### src/rtl/dcmi_capture_packer_if.sv
// Write-side handshake between the DCMI packer and the downstream ping-pong buffer.
// The master offers a 32-bit word with wr_req; the slave accepts it with wr_rdy.
interface dcmi_capture_packer_if;
  logic        wr_req;
  logic [31:0] wr_data;
  logic        wr_rdy;

  modport master (output wr_req, output wr_data, input wr_rdy);
  modport slave  (input wr_req, input wr_data, output wr_rdy);
endinterface

### src/rtl/dcmi_capture_packer.sv
// DCMI front end: detects pixel-clock edges, frames vsync/hsync, packs bytes into 32-bit words
// and offers them through a single-entry holding register. Overruns set a sticky flag.
module dcmi_capture_packer #(
  parameter bit PCK_POL = 1'b1,
  parameter bit VS_POL  = 1'b1,
  parameter bit HS_POL  = 1'b1
) (
  input  logic                         clk,
  input  logic                         rst,
  input  logic                         block_en,
  input  logic                         capture_mode,
  input  logic                         dcmi_pclk,
  input  logic                         dcmi_vsync,
  input  logic                         dcmi_hsync,
  input  logic [7:0]                   dcmi_data,
  dcmi_capture_packer_if.master        wr,
  output logic                         frame_done,
  output logic                         ovf,
  output logic [15:0]                  line_cnt
);

  typedef enum logic [2:0] {
    ST_IDLE    = 3'd0,
    ST_WAIT_VS = 3'd1,
    ST_SYNC    = 3'd2,
    ST_CAPTURE = 3'd3,
    ST_DONE    = 3'd4
  } state_e;

  state_e          state_q, state_d;
  logic            pclk_q;
  logic [1:0]      idx_q, idx_d;
  logic [3:0][7:0] lanes_q, lanes_d;
  logic [15:0]     line_cnt_q, line_cnt_d;
  logic            hs_prev_q, hs_prev_d;
  logic            wr_req_q, wr_req_d;
  logic [31:0]     wr_data_q, wr_data_d;
  logic            ovf_q, ovf_d;
  logic            frame_done_q, frame_done_d;

  logic            smp;
  logic            vs_blank;
  logic            hs_act;
  logic [31:0]     flush_word;

  assign smp      = PCK_POL ? (dcmi_pclk & ~pclk_q) : (~dcmi_pclk & pclk_q);
  assign vs_blank = (dcmi_vsync == VS_POL);
  assign hs_act   = (dcmi_hsync == HS_POL);

  // Partial word at frame end: lanes at or above idx are forced to zero.
  for (genvar gi = 0; gi < 4; gi++) begin : g_flush
    assign flush_word[8*gi +: 8] = (2'(gi) < idx_q) ? lanes_q[gi] : 8'h00;
  end

  always_ff @(posedge clk) begin
    if (rst) begin
      pclk_q <= 1'b0;
    end else begin
      pclk_q <= dcmi_pclk;
    end
  end

  always_ff @(posedge clk) begin
    if (rst) begin
      state_q      <= ST_IDLE;
      idx_q        <= 2'd0;
      lanes_q      <= '0;
      line_cnt_q   <= 16'h0000;
      hs_prev_q    <= 1'b0;
      wr_req_q     <= 1'b0;
      wr_data_q    <= 32'h0;
      ovf_q        <= 1'b0;
      frame_done_q <= 1'b0;
    end else begin
      state_q      <= state_d;
      idx_q        <= idx_d;
      lanes_q      <= lanes_d;
      line_cnt_q   <= line_cnt_d;
      hs_prev_q    <= hs_prev_d;
      wr_req_q     <= wr_req_d;
      wr_data_q    <= wr_data_d;
      ovf_q        <= ovf_d;
      frame_done_q <= frame_done_d;
    end
  end

  logic        cap;
  logic [1:0]  cap_idx;
  logic [15:0] cap_line;
  logic        word_done;
  logic [31:0] word_val;

  always_comb begin
    state_d      = state_q;
    idx_d        = idx_q;
    lanes_d      = lanes_q;
    line_cnt_d   = line_cnt_q;
    hs_prev_d    = hs_prev_q;
    wr_req_d     = wr_req_q;
    wr_data_d    = wr_data_q;
    ovf_d        = ovf_q;
    frame_done_d = 1'b0;
    cap          = 1'b0;
    cap_idx      = idx_q;
    cap_line     = line_cnt_q;
    word_done    = 1'b0;
    word_val     = 32'h0;

    if (smp) begin
      hs_prev_d = hs_act;
    end

    case (state_q)
      ST_IDLE: begin
        if (block_en) state_d = ST_WAIT_VS;
      end
      ST_WAIT_VS: begin
        if (smp && vs_blank) state_d = ST_SYNC;
      end
      ST_SYNC: begin
        // The frame-start sample is also a capture sample, starting from a clean index and count.
        if (smp && !vs_blank) begin
          state_d  = ST_CAPTURE;
          cap      = 1'b1;
          cap_idx  = 2'd0;
          cap_line = 16'h0000;
        end
      end
      ST_CAPTURE: begin
        if (smp) cap = 1'b1;
      end
      ST_DONE: begin
      end
      default: state_d = ST_IDLE;
    endcase

    if (cap) begin
      idx_d      = cap_idx;
      line_cnt_d = cap_line;
      if (hs_prev_q && !hs_act && (cap_line != 16'hFFFF)) begin
        line_cnt_d = cap_line + 16'd1;
      end
      if (vs_blank) begin
        frame_done_d = 1'b1;
        state_d      = capture_mode ? ST_DONE : ST_SYNC;
        idx_d        = 2'd0;
        if (cap_idx != 2'd0) begin
          word_done = 1'b1;
          word_val  = flush_word;
        end
      end else if (hs_act) begin
        lanes_d[cap_idx] = dcmi_data;
        idx_d            = cap_idx + 2'd1;
        if (cap_idx == 2'd3) begin
          word_done = 1'b1;
          word_val  = {dcmi_data, lanes_q[2], lanes_q[1], lanes_q[0]};
        end
      end
    end

    // Holding register: load when empty or draining this cycle, otherwise drop and flag.
    if (word_done) begin
      if (!wr_req_q || wr.wr_rdy) begin
        wr_req_d  = 1'b1;
        wr_data_d = word_val;
      end else begin
        ovf_d = 1'b1;
      end
    end else if (wr_req_q && wr.wr_rdy) begin
      wr_req_d = 1'b0;
    end

    if (!block_en) begin
      state_d      = ST_IDLE;
      idx_d        = 2'd0;
      lanes_d      = '0;
      line_cnt_d   = 16'h0000;
      hs_prev_d    = 1'b0;
      wr_req_d     = 1'b0;
      wr_data_d    = 32'h0;
      ovf_d        = 1'b0;
      frame_done_d = 1'b0;
    end
  end

  assign wr.wr_req  = wr_req_q;
  assign wr.wr_data = wr_data_q;
  assign frame_done = frame_done_q;
  assign ovf        = ovf_q;
  assign line_cnt   = line_cnt_q;

endmodule
### src/flat_wrapper.sv
// flat-port wrapper written by rule: the top's interface ports become plain ports
module dcmi_capture_packer_flat 
#(
  parameter bit PCK_POL = 1'b1,
  parameter bit VS_POL  = 1'b1,
  parameter bit HS_POL  = 1'b1
)
  (clk, rst, block_en, capture_mode, dcmi_pclk, dcmi_vsync, dcmi_hsync, dcmi_data, frame_done, ovf, line_cnt, wr_wr_req, wr_wr_data, wr_wr_rdy);
  dcmi_capture_packer_if wr_i ();
  input  logic clk;
  input  logic rst;
  input  logic block_en;
  input  logic capture_mode;
  input  logic dcmi_pclk;
  input  logic dcmi_vsync;
  input  logic dcmi_hsync;
  input  logic [7:0] dcmi_data;
  output logic frame_done;
  output logic ovf;
  output logic [15:0] line_cnt;
  output wire logic [$bits(wr_i.wr_req)-1:0] wr_wr_req;
  output wire logic [$bits(wr_i.wr_data)-1:0] wr_wr_data;
  input wire logic [$bits(wr_i.wr_rdy)-1:0] wr_wr_rdy;
  assign wr_wr_req = wr_i.wr_req;
  assign wr_wr_data = wr_i.wr_data;
  assign wr_i.wr_rdy = wr_wr_rdy;
  dcmi_capture_packer #(.PCK_POL(PCK_POL), .VS_POL(VS_POL), .HS_POL(HS_POL)) u_core (.clk(clk), .rst(rst), .block_en(block_en), .capture_mode(capture_mode), .dcmi_pclk(dcmi_pclk), .dcmi_vsync(dcmi_vsync), .dcmi_hsync(dcmi_hsync), .dcmi_data(dcmi_data), .wr(wr_i), .frame_done(frame_done), .ovf(ovf), .line_cnt(line_cnt));
endmodule
### config.mk
export PLATFORM = sky130hd
export DESIGN_NAME = dcmi_capture_packer_flat
export DESIGN_NICKNAME = d
export VERILOG_FILES = /design/src/rtl/dcmi_capture_packer_if.sv /design/src/rtl/dcmi_capture_packer.sv /design/src/flat_wrapper.sv
export SDC_FILE = /design/constraint.sdc
export NUM_CORES = 1
export LEC_CHECK = 0
export CAP_MARGIN = 20
export CORE_UTILIZATION = 40
export DETAILED_ROUTE_END_ITERATION = 6
export PLACE_DENSITY = 0.65
export SETUP_SLACK_MARGIN = 0.4
export SYNTH_ARGS = -nofsm -noshare
export SYNTH_HDL_FRONTEND = slang
export SYNTH_SLANG_ARGS = --single-unit
### constraint.sdc
create_clock -name clk -period 2.7 [get_ports clk]
set_clock_uncertainty 0.05 [all_clocks]
set_input_delay 0.405 -clock clk [delete_from_list [all_inputs] [get_ports clk]]
set_output_delay 0.405 -clock clk [all_outputs]
set_load 0.005 [all_outputs]
==> results by stage <==
CTS:
- In this run, post-CTS hold repair placed 0 buffers.
- TritonCTS built the clock tree.
- The clock tree synthesis step divided the H-tree into 3 levels.
- The register clock-pin slew on the reported worst setup and hold paths is 0.09 ns.
- The number of sinks handled by clock tree synthesis is 82.
- The number of CTS-inserted buffers is 9.
- Clock tree synthesis selected as its root buffer the cell sky130_fd_sc_hd__clkbuf_8.
- The maximum clock insertion buffer count is 2.
- The clock latency on the worst-skew pair is 0.35 ns.

Floorplanning:
- The number of core rows is 33.
- The initial core utilization is 0.416.
- The number of primary I/O pins is 67.
- The die extent in y is 94.9 um.
- In this run the horizontal extent of the chip is 94.9 um.
- The floorplan die area is 9010 um^2.
- In this run the standard cell core region covers 8300 um^2.

Layout:
- The area growth from synthesis to layout is 45.4%.
- The post-layout instance area is 5020 um^2.
- The number of nets in the layout is 542.
- In the final layout, the share of cells above drive strength 1 is 0.226.
- In the layout the commonest cells are sky130_fd_sc_hd__dfxtp_1, sky130_fd_sc_hd__clkdlybuf4s50_1, sky130_fd_sc_hd__nand3_1, sky130_fd_sc_hd__nand2_1, sky130_fd_sc_hd__a21oi_1.
- The post-layout instance count excluding filler cells is 631.
- 0 antenna diodes ended up in the layout.
- The commonest non-fill, non-tap cell in the layout is sky130_fd_sc_hd__dfxtp_1.

GRT:
- The pin count of the biggest net entering global routing is 46.
- The wire length of the first global-routing pass is 15,000 um.
- The initial antenna violation count is 0.
- The via count of the first global-routing pass is 3,055.
- For this run, the total global-route usage over all layers was measured as 0.217.
- The remaining global-route overflow is 0.

STA:
- The final hold violation count is 0.
- The normalized max-slew margin is 0.630.
- For the pin with the worst max-slew slack, the measured transition is 0.555 ns.
- The worst setup margin is 0.337 ns.
- The highest clock rate is 423 MHz.
- The max-slew violation count was 0.
- Setup repair after global routing could not meet its margin everywhere.
- Setup total negative slack on the finished layout was measured at 0 ns.
- The number of endpoints failing setup at the final stage is 0.
- The post-route minimum period is 2.36 ns.
- The share of the clock period used by the worst path after layout is 0.875.

Synthesis:
- The share of the Yosys chip area taken by registers is 0.475.
- The largest area contributor in the synthesized netlist is sky130_fd_sc_hd__dfxtp_1.
- The cell count after synthesis came out at 424.
- The simple-gate area share of the yosys netlist is 0.306.
- The mean post-synth cell area is 8.15 um^2.
- After synthesis, the largest family of logic cells by area is simple AND/OR/NAND/NOR gates.
- For this run, the number of Yosys warnings is 0.
- The proportion of netlist area held by the largest area contributor is 0.475.
- In the synthesized netlist the async set-or-reset flop fraction comes to 0.
- The synthesized design contains 0 enable-type register cells.
- By area the synthesized netlist is led by sky130_fd_sc_hd__dfxtp_1, sky130_fd_sc_hd__a21oi_1, sky130_fd_sc_hd__nand3_1, sky130_fd_sc_hd__nand2_1, sky130_fd_sc_hd__nor2_1.
- The post-synth net total is 444.
- The post-synthesis share of cell area spent on full adders, half adders and majority gates is 0.0145.
- The number of register bits inferred by synthesis is 82.
- The synthesized area is 3450 um^2.
- The count of distinct cell types in the synthesized netlist is 45.
- The share of cell area taken by muxes after synthesis is 0.00905.
- The fraction of synthesized cell area in xor and xnor cells is 0.0152.
- The synthesized-area fraction occupied by ao, oa, aoi and oai cells is 0.140.
- The most used flip-flop cell after synthesis is sky130_fd_sc_hd__dfxtp_1.

Detailed routing:
- The average via count per standard cell is 5.34.
- The number of DRC violations after detailed-routing iteration 0 is 175.
- The pre-antenna-repair detailed-routing pass consisted of 5 iterations.
- Wires add up to 9340 um.
- The vias after detailed routing is 3,369.
- The mean routed wirelength per cell is 14.8 um.
- The post-route DRC violation count is 0.
- The count of antenna-violating nets left after detailed routing is 0.

Placed design:
- The detailed placement HPWL is 5980 um.
- Once placement completed, the tool counted placed cells totaling 599.
- The final weighted congestion in routability-driven placement is 0.809.
- The post-place instance area is 4430 um^2.
- Timing analysis after detailed placement gives a worst setup slack of -0.175 ns.
- The count of buffers from port buffering is 66.

Critical path:
- By startpoint and endpoint, the worst setup path is classified as reg2reg.
- The type of element launching the critical path is a register.
- For the worst setup path, the data required time is 2.94 ns.
- STA classifies the critical path endpoint as a register.
- Data on the critical path arrives at its endpoint at 2.60 ns.
- Of all nets on the critical path, the largest fanout is 8.
- In this run the critical register-to-register path is launched from u_core.pclk_q.
- The most critical setup path has its startpoint at u_core.pclk_q.

Power:
- The largest vdd supply drop is 229 uV.
- In this run the power density over the cells is 435 nW/um^2.
- The leakage dissipation is 0.00171 uW.

Job:
- The tool flagged a number of max-cap violations equal to 0.

Worst hold path:
- The startpoint of the most critical hold path is u_core.wr.wr_data[19].
- The type of the most critical hold path is reg2reg.

Run status:
- The run finished with clean final reports.
==> cell families after synthesis <==
kind of cell / after synthesis
adders and majority gates: 4
xor gates and xnor gates: 6
buffers and inverters: 30
AOI/OAI and AO/OA: 89
muxes: 3
and+or+nand+nor: 210
DFF: 82
==> per-layer routing <==
metal	routed length (um)	GRT usage	up-vias
met5	0	0	-
met4	148	0.0732	0
met3	438	0.0346	15
met2	4270	0.334	98
met1	4480	0.307	1580
li1	-	-	1676
==> where the power goes <==
part	switching (uW)	internal (uW)	total, uW
logic	56.9	39.1	96.0
clock network	453	425	878
registers	1.76	1210	1210
total	512	1670	2190
==> cell type report <==
class                           instances  area [um^2]
Clock buffer                            9          124
Sequential cell                        82         1650
Multi-Input combinational cell        312         1900
Inverter                                3         13.8
Clock inverter                          6         67.6
Tap cell                              105          131
Timing Repair Buffer                  114         1140
Fill cell                             694         3280
==> registers in the layout (all words and copies together) (netlist names), 2 cells and up <==
register           count
u_core.idx_q           2
u_core.wr.wr_data     32
u_core.state_q         3
u_core.lanes_q        24
u_core.line_cnt       16
==> what timing repair did <==
item / in CTS / in global routing
pin swaps: 10 / 25
gates resized for setup: 14 / 46
cloned: 2 / 0
endpoints found under the setup margin: 32 / 32
buffers inserted: 13 / 2
==> final timing paths <==
check	depth (start not counted)	slack, ns	endpoint
min	2	0.40	u_core.wr.wr_data[19]
max reg2reg	16	0.34	u_core.wr.wr_data[31]
max	16	0.34	u_core.wr.wr_data[31]
min reg2reg	2	0.40	u_core.wr.wr_data[19]
==> stage by stage <==
stage               total power (uW)  hold slack [ns]  utilization
floorplan                       1280            0.387            -
global placement                1330            0.391        0.532
detailed placement              1330            0.394        0.534
CTS                             2200            0.407        0.583
global route                    2270            0.420        0.605
finish                          2190            0.403        0.605
==> Yosys cell counts (2+ instances only) <==
cell,number
sky130_fd_sc_hd__and3_1,8
sky130_fd_sc_hd__nand2_1,73
sky130_fd_sc_hd__inv_1,3
sky130_fd_sc_hd__nand4_1,9
sky130_fd_sc_hd__nor2_1,23
sky130_fd_sc_hd__o21ai_0,4
sky130_fd_sc_hd__nor3b_1,2
sky130_fd_sc_hd__xor2_1,3
sky130_fd_sc_hd__a21boi_0,2
sky130_fd_sc_hd__buf_2,12
sky130_fd_sc_hd__a21oi_1,70
sky130_fd_sc_hd__nand2b_1,7
sky130_fd_sc_hd__clkbuf_1,13
sky130_fd_sc_hd__a21o_1,3
sky130_fd_sc_hd__xnor2_1,3
sky130_fd_sc_hd__dfxtp_1,82
sky130_fd_sc_hd__a31o_2,2
sky130_fd_sc_hd__nor2b_1,6
sky130_fd_sc_hd__nand3_1,61
sky130_fd_sc_hd__a31oi_1,2
sky130_fd_sc_hd__and2_1,3
sky130_fd_sc_hd__ha_1,4
sky130_fd_sc_hd__mux2i_1,2
sky130_fd_sc_hd__nor3_1,6
==> worst max-delay path, stage by stage (launching register included) <==
cell and delay, ns:
sky130_fd_sc_hd__dfxtp_2 0.33, sky130_fd_sc_hd__and4bb_4 0.35, sky130_fd_sc_hd__nand2_4 0.05, sky130_fd_sc_hd__and2_4 0.15, sky130_fd_sc_hd__buf_6 0.11, sky130_fd_sc_hd__inv_4 0.05, sky130_fd_sc_hd__ha_4 0.13, sky130_fd_sc_hd__nor2b_4 0.04
sky130_fd_sc_hd__o211ai_1 0.17, sky130_fd_sc_hd__buf_4 0.15, sky130_fd_sc_hd__buf_6 0.09, sky130_fd_sc_hd__nand2b_4 0.14, sky130_fd_sc_hd__buf_6 0.10, sky130_fd_sc_hd__buf_12 0.09, sky130_fd_sc_hd__buf_16 0.11, sky130_fd_sc_hd__nand2_2 0.05
sky130_fd_sc_hd__a21oi_2 0.12
Power figures use the tool's default switching activity.
